==> src/rtl/input_event_capture.sv <==
// Turns qualifying edges of a debounced level into event pulses, a saturating
// count and a sticky interrupt flag, with a programmable re-trigger hold-off.
module input_event_capture #(
  parameter int COUNT_WIDTH   = 16,
  parameter int HOLDOFF_WIDTH = 8
) (
  input  logic                     clk,
  input  logic                     resn,
  input  logic                     sync_in,
  input  logic                     enable,
  input  logic [1:0]               edge_sel,
  input  logic [HOLDOFF_WIDTH-1:0] holdoff,
  input  logic                     count_clear,
  input  logic                     irq_ack,
  output logic                     level,
  output logic                     event_pulse,
  output logic                     last_edge,
  output logic [COUNT_WIDTH-1:0]   event_count,
  output logic                     irq_pending,
  output logic                     overrun
);

  typedef enum logic [1:0] {
    S_IDLE    = 2'd0,
    S_ARMED   = 2'd1,
    S_HOLDOFF = 2'd2
  } state_t;

  state_t                   r_state;
  logic [HOLDOFF_WIDTH-1:0] r_holdCnt;
  logic                     r_level;
  logic                     r_eventPulse;
  logic                     r_lastEdge;
  logic [COUNT_WIDTH-1:0]   r_eventCount;
  logic                     r_irqPending;
  logic                     r_overrun;

  logic w_rise;
  logic w_fall;
  logic w_accept;
  logic w_countFull;

  assign w_rise      = sync_in & ~r_level;
  assign w_fall      = ~sync_in & r_level;
  assign w_accept    = ((w_rise & edge_sel[0]) | (w_fall & edge_sel[1])) & (r_state == S_ARMED);
  assign w_countFull = (r_eventCount == {COUNT_WIDTH{1'b1}});

  // IDLE always lasts at least one edge after reset so r_level holds a real
  // sample of sync_in before any edge can be detected.
  always_ff @(posedge clk or negedge resn) begin
    if (!resn) begin
      r_state      <= S_IDLE;
      r_holdCnt    <= '0;
      r_level      <= 1'b0;
      r_eventPulse <= 1'b0;
      r_lastEdge   <= 1'b0;
      r_eventCount <= '0;
      r_irqPending <= 1'b0;
      r_overrun    <= 1'b0;
    end else begin
      r_level      <= sync_in;
      r_eventPulse <= w_accept;

      if (w_accept) begin
        r_lastEdge <= w_rise;
      end

      if (count_clear) begin
        r_eventCount <= w_accept ? {{(COUNT_WIDTH-1){1'b0}}, 1'b1} : '0;
      end else if (w_accept && !w_countFull) begin
        r_eventCount <= r_eventCount + 1'b1;
      end

      // An acknowledge coinciding with a new event keeps the flag set but
      // clears overrun, since software has just serviced the previous event.
      if (w_accept) begin
        r_irqPending <= 1'b1;
      end else if (irq_ack) begin
        r_irqPending <= 1'b0;
      end

      if (irq_ack) begin
        r_overrun <= 1'b0;
      end else if (w_accept && r_irqPending) begin
        r_overrun <= 1'b1;
      end

      if (!enable) begin
        r_state   <= S_IDLE;
        r_holdCnt <= '0;
      end else begin
        case (r_state)
          S_IDLE: begin
            r_state <= S_ARMED;
          end
          S_ARMED: begin
            if (w_accept && (holdoff != '0)) begin
              r_state   <= S_HOLDOFF;
              r_holdCnt <= holdoff;
            end
          end
          S_HOLDOFF: begin
            if (r_holdCnt == {{(HOLDOFF_WIDTH-1){1'b0}}, 1'b1}) begin
              r_state <= S_ARMED;
            end
            r_holdCnt <= r_holdCnt - 1'b1;
          end
          default: begin
            r_state   <= S_IDLE;
            r_holdCnt <= '0;
          end
        endcase
      end
    end
  end

  assign level       = r_level;
  assign event_pulse = r_eventPulse;
  assign last_edge   = r_lastEdge;
  assign event_count = r_eventCount;
  assign irq_pending = r_irqPending;
  assign overrun     = r_overrun;

endmodule

==> config.mk <==
export PLATFORM = sky130hd
export DESIGN_NAME = input_event_capture
export DESIGN_NICKNAME = d
export VERILOG_FILES = /design/src/rtl/input_event_capture.sv
export SDC_FILE = /design/constraint.sdc
export NUM_CORES = 1
export LEC_CHECK = 0
export CAP_MARGIN = 15
export CORE_ASPECT_RATIO = 1.4
export CORE_MARGIN = 2
export CORE_UTILIZATION = 39
export DETAILED_ROUTE_END_ITERATION = 12
export DONT_BUFFER_PORTS = 1
export SLEW_MARGIN = 20
export SYNTH_ARGS = -nofsm -noshare
export SYNTH_HDL_FRONTEND = slang
export SYNTH_SLANG_ARGS = --single-unit
==> constraint.sdc <==
create_clock -name clk -period 5.6 [get_ports clk]
set_clock_uncertainty 0.05 [all_clocks]
set_input_delay 0.56 -clock clk [delete_from_list [all_inputs] [get_ports clk]]
set_output_delay 0.56 -clock clk [all_outputs]
set_load 0.05 [all_outputs]
# Word-level counts from Yosys, hierarchy flattened
# Index checks and enable logic that the tools add are counted.
# word_totals
ff_bits	31
latch_bits	0
mem_bits_rw	0
rom_bits	0
inputBits	16
output_inout_bits	21
word_cells	50
mem_count	0
# op_classes
n_addsub	2
n_mul	0
div	0
n_lt_le_gt_ge	0
eq_ne	7
n_shift	0
muxes	14
bitwise	8
reduce_logical	11
# ops
op	count
$mux 16	2
$pmux 8 s3	1
$add 16x1->16 const B	1
$eq 16x16->1 const B	1
$mux 8	2
$eq 8x1->1 const B	1
$reduce_bool 8->1	1
$sub 8x1->8 const B	1
$mux 2	3
$pmux 2 s3	1
$reduce_bool 2->1	3
$and 1x1->1	5
$mux 1	5
$reduce_and 2->1	2
$logic_and 1x1->1	3
$ne 3x2->1 const B	1
$ne 3x3->1 const B	1
$eq 2x1->1 const B	1
$eq 2x2->1 const B	1
$logic_not 2->1	1
$ne 2x2->1 const B	1
$not 1->1	2
$logic_not 1->1	1
$or 1x1->1	1

# Depth between registers and ports, before layout
# logic_depth
word_depth	9
ltp_mapped	9
depth_no_buf	8

# Least setup slack after synthesis
# Ideal clock, no wire load.
# synth_timing
path_kind	reg2reg
from	register r_eventCount[0], in the netlist event_count[0]
to	register r_eventCount[1], in the netlist event_count[1]
setup_ns	0.129
t_arrival_ns	2.041
required_time_ns	5.421
slack_ns	3.380
path_stages_with_launch	7
path_buffers	0
synth_period_minus_slack_ns	2.220
cell_sequence	dfrtp_1 -> ha_1 -> nand4_1 -> nor4_2 -> nand2b_1 -> mux2i_1 -> nor2_1
# synth_via
elab_chain_cells	4
word_cells_on_any_way	7
classes_between	1 x add/sub; 1 x eq/ne; 2 x mux; 3 x reduce/logical
# synth_lines
element	line_no	text
start, declared	34	logic [COUNT_WIDTH-1:0] r_eventCount;
start signal, assigned	69	r_eventCount <= w_accept ? {{(COUNT_WIDTH-1){1'b0}}, 1'b1} : '0;
start signal, assigned	71	r_eventCount <= r_eventCount + 1'b1;
branches (longest 4 deep; another with $add 16x1->16)	n/a	
# Several ways; the timed one is not identified. The select of a mux whose other input is x is not followed.
# A chain may end at the register's enable or synchronous reset.

# Final worst setup path
# layout_timing
from	register r_state[1]
to	register r_eventCount[15], in the netlist event_count[15]
# layout_via
elab_chain_cells	4
# layout_lines
element	line_no	text
start, declared	29	state_t r_state;
start signal, assigned	52	r_state <= S_IDLE;
start signal, assigned	89	r_state <= S_IDLE;
start signal, assigned	94	r_state <= S_ARMED;
$eq 2x1->1	45	assign w_accept = ((w_rise & edge_sel[0]) | (w_fall & edge_sel[1])) & (r_state == S_ARMED);
$and 1x1->1	45	
$logic_and 1x1->1	70	end else if (w_accept && !w_countFull) begin
$reduce_bool 2->1 (no source line)	n/a	
# Every way passes these cells.

==> parameters.txt <==
Parameter                              Value

Pwr
  PwrDens ... 312 mW/mm2
  VDD IR-drop max ... 165 uV
  Leakage power of the design ... 0.749 nW
  Tot Pwr ... 574 uW

Global route
  GR Util All Layers ... 0.175
  Number of antenna violations at the first check in global routing ... 0
  Global-route wire length before repair ... 6490 um
  Remaining global-route overflow ... 0
  Number of global-route vias before repair ... 1420
  Largest net degree at the start of global routing ... 32

Setup path
  Critical Path Slowest Stage Cell ... or4_4
  Required time of the critical path ... 5.71 ns
  CP max stage delay ... 0.60 ns
  Critical path, cell by cell ... inv_1 > ha_1 > and4b_1 > nor2_1 > or4_4 > nor2_1 > mux2_2
  Arrival time at the worst endpoint ... 2.74 ns
  Cell count of the worst reg-to-reg path ... 7
  Path type of the worst setup path ... register to register
  Category of the worst setup path launch point ... register
  Critical path fanouts, max ... 15
  Nature of the critical path endpoint ... register
  Critical path's most frequent cell ... nor2_1

Placed design
  Number of I/O port buffers ... 0
  Half-perimeter wire length of the detailed placement result ... 2840 um
  Gpl congestion ... 0.801

Synth
  Adder-cell share of the synthesized area ... 0.0440
  Count of synthesis-stage warnings from yosys ... 0
  Post-synthesis sequential area ratio ... 0.455
  Top-area cell type share of the netlist area ... 0.455
  Distinct cell type count of the synthesized netlist ... 38
  Most used flip-flop cell after synthesis ... dfrtp_1
  Number of synthesized flops with an enable pin ... 0
  Yosys reg bits ... 31
  Top post-synthesis cells by area ... dfrtp_1, xnor2_1, ha_1
  Combinational family with the most area after synthesis ... simple AND/OR/NAND/NOR gates
  Multiplexer area fraction after synthesis ... 0.0183
  Syn avg cell area ... 9.69 um2
  Compound-cell area share of the yosys netlist ... 0.147
  Async S/R FF share, synth ... 1.00
  Post-synthesis net count ... 198
  Synthesized-area fraction occupied by xor and xnor cells ... 0.0822
  Netlist area before placement ... 0.00171 mm2
  Most area-hungry cell type in the Yosys netlist ... dfrtp_1
  Cells after synthesis ... 176
  Simple-gate portion of the synthesized area ... 0.220

Final layout
  Sequential cell area ... 776 um2
  Final net count ... 200
  Count of antenna diodes in the layout ... 0
  Share of final-layout standard cells stronger than drive strength 1 ... 0.0615
  Combined area of the multi-input logic cells ... 873 um2
  Synth-to-layout area growth ... 7.92%
  Final standard cell utilization of the core ... 0.438
  Number of inserted filler cells in the final layout ... 424

Timing
  Top achievable clock speed ... 380 MHz
  Max Transition Viols Final ... 0
  Final-report setup violation count ... 0
  Final period util ... 0.470
  Unrepaired setup endpoints after global routing ... false
  Final Hold Violating Endpoints ... 0
  Final setup TNS ... 0 ns
  Slew headroom ... 0.569
  Least-Margin Pin Slew ... 0.645 ns
  Final min period ... 2.63 ns

Floorplan
  Floorplan Core Area ... 0.00420 mm2
  Initial Util ... 0.406
  Vertical die dimension ... 82.2 um
  Floorplan die area ... 0.00492 mm2
  Horizontal die dimension ... 59.9 um
  Standard-cell rows ... 28
  Total I/O pin count ... 37

Routing
  Routed via count ... 1383
  First-pass iteration count of the detailed router ... 4
  Total detailed-routing wirelength ... 3900 um
  Antenna viol nets, final ... 0
  Ratio of routed vias to standard cells ... 6.17
  Violation count after the first detailed-routing iteration ... 106
  WL per Instance ... 17.4 um
  Count of unresolved DRC violations after routing ... 0

Outcome
  Run status ... completed

Run
  Number of max-cap violations ... 0

Clock tree
  Clock root buffer ... clkbuf_8
  Number of levels the H-tree was split into ... 2
  CTS clk-pin slew, worst paths ... 0.07 ns
  CTS tree ... done
  Buffer levels on the longest clock path ... 2
  Skew-Pair Late Insertion Delay ... 0.28 ns
  Clk sinks ... 31
  TritonCTS Buffers ... 5

Hold path
  HP Class ... primary input to asynchronous set/reset pin
==> metrics by stage <==
| stage | std cells | hold WS (ns) | instance area, um2 | setup WS (ns) |
|---|---|---|---|---|
| floorplan | 176 | 0.214 | 1710 | 3.38 |
| finish | 224 | 0.0539 | 1840 | 2.97 |
| global route | 224 | 0.0482 | 1840 | 2.82 |
| CTS | 224 | 0.0527 | 1840 | 2.97 |
| global placement | 215 | 0.215 | 1740 | 3.08 |
| detailed placement | 215 | 0.215 | 1740 | 2.99 |
==> final timing paths <==
check / slack, ns / from / end
max in group asynchronous: 5.28 / resn / overrun
hold / removal: 0.05 / resn / last_edge
hold reg to reg: 0.49 / r_holdCnt[7] / r_holdCnt[7]
min in group clk: 0.26 / sync_in / level
setup reg to reg: 2.97 / r_state[1] / event_count[15]
setup / recovery: 2.97 / r_state[1] / event_count[15]
==> critical path, delay by kind of cell, from the launching register on <==
| kind | cells | cell delay [ns] |
|---|---|---|
| AND/OR/NAND/NOR | 4 | 1.15 |
| adder cells (fa/ha/maj) | 1 | 0.48 |
| multiplexers | 1 | 0.34 |
| buffers and inverters | 1 | 0.10 |
| flip-flops | 1 | 0.39 |
==> logic make-up after synthesis <==
| family | count (synthesis) |
|---|---|
| compound gates | 35 |
| xor+xnor | 16 |
| buf+inv | 15 |
| simple gates | 70 |
| fa+ha+maj | 6 |
| mux | 3 |
| flops | 31 |
==> cells in the mapped netlist, types with 2 or more instances <==
library cell   n
dfrtp_1       31
nand3b_1       4
clkbuf_1       5
mux2i_1        2
nor2b_1        2
nor4_1         5
and3_1         2
xnor2_1       12
ha_1           6
a31oi_1        3
xor2_1         4
a21oi_1        6
nand2_1        9
nor3_1         8
inv_1          9
nand4_1        5
and4b_1        2
o2bb2ai_1      8
a22oi_1        7
o21ai_0        4
nand3_1        7
nor2_1        19
==> layer usage <==
| metal | up-vias | GRT usage | share of wire |
|---|---|---|---|
| met5 | - | 0 | 0 |
| li1 | 643 | - | - |
| met2 | 67 | 0.307 | 0.52 |
| met1 | 667 | 0.189 | 0.37 |
| met4 | 0 | 0.0667 | 0.017 |
| met3 | 6 | 0.0639 | 0.091 |
==> cell usage in the layout (no fill, tap or decap), types with 2 or more instances in the layout <==
master     synthesis  layout
nor2_1            19      19
nor2b_1            2       2
ha_1               6       6
xnor2_1           12      12
nor4_1             5       5
clkbuf_8           0       5
dfrtp_1           31      31
nor3_1             8       8
mux2i_1            2       2
inv_1              9       9
nand2_1            9       9
o21ai_0            4       4
clkbuf_1           5       2
and3_1             2       2
and4b_1            2       2
xor2_1             4       4
a21oi_1            6       6
a31oi_1            3       3
a22oi_1            7       7
nand4_1            5       5
o2bb2ai_1          8       8
nand3_1            7       7
nand3b_1           4       4
==> registers in the layout (all words and copies together) (netlist names) <==
| register | cells |
|---|---|
| level | 1 |
| last_edge | 1 |
| r_holdCnt | 8 |
| r_state | 2 |
| event_count | 16 |
| overrun | 1 |
| irq_pending | 1 |
| event_pulse | 1 |
==> where the power goes <==
group | internal (mW) | switching (mW)
clock network | 0.0870 | 0.0788
logic | 0.0518 | 0.0715
registers | 0.239 | 0.0456
total | 0.378 | 0.196
==> layout make-up <==
class,count,area share
Clock buffer,7,0.0415
Clock inverter,1,0.00272
Inverter,9,0.0184
Multi-Input combinational cell,130,0.475
Sequential cell,31,0.421
Tap cell,45,0.0306
Timing Repair Buffer,1,0.0109
==> timing repair <==
action	4_1_cts	5_1_grt
hold endpoints to repair	31	0
buffers inserted	0	0
resized for setup	0	0
hold buffers	1	0
Power figures use the tool's default switching activity.
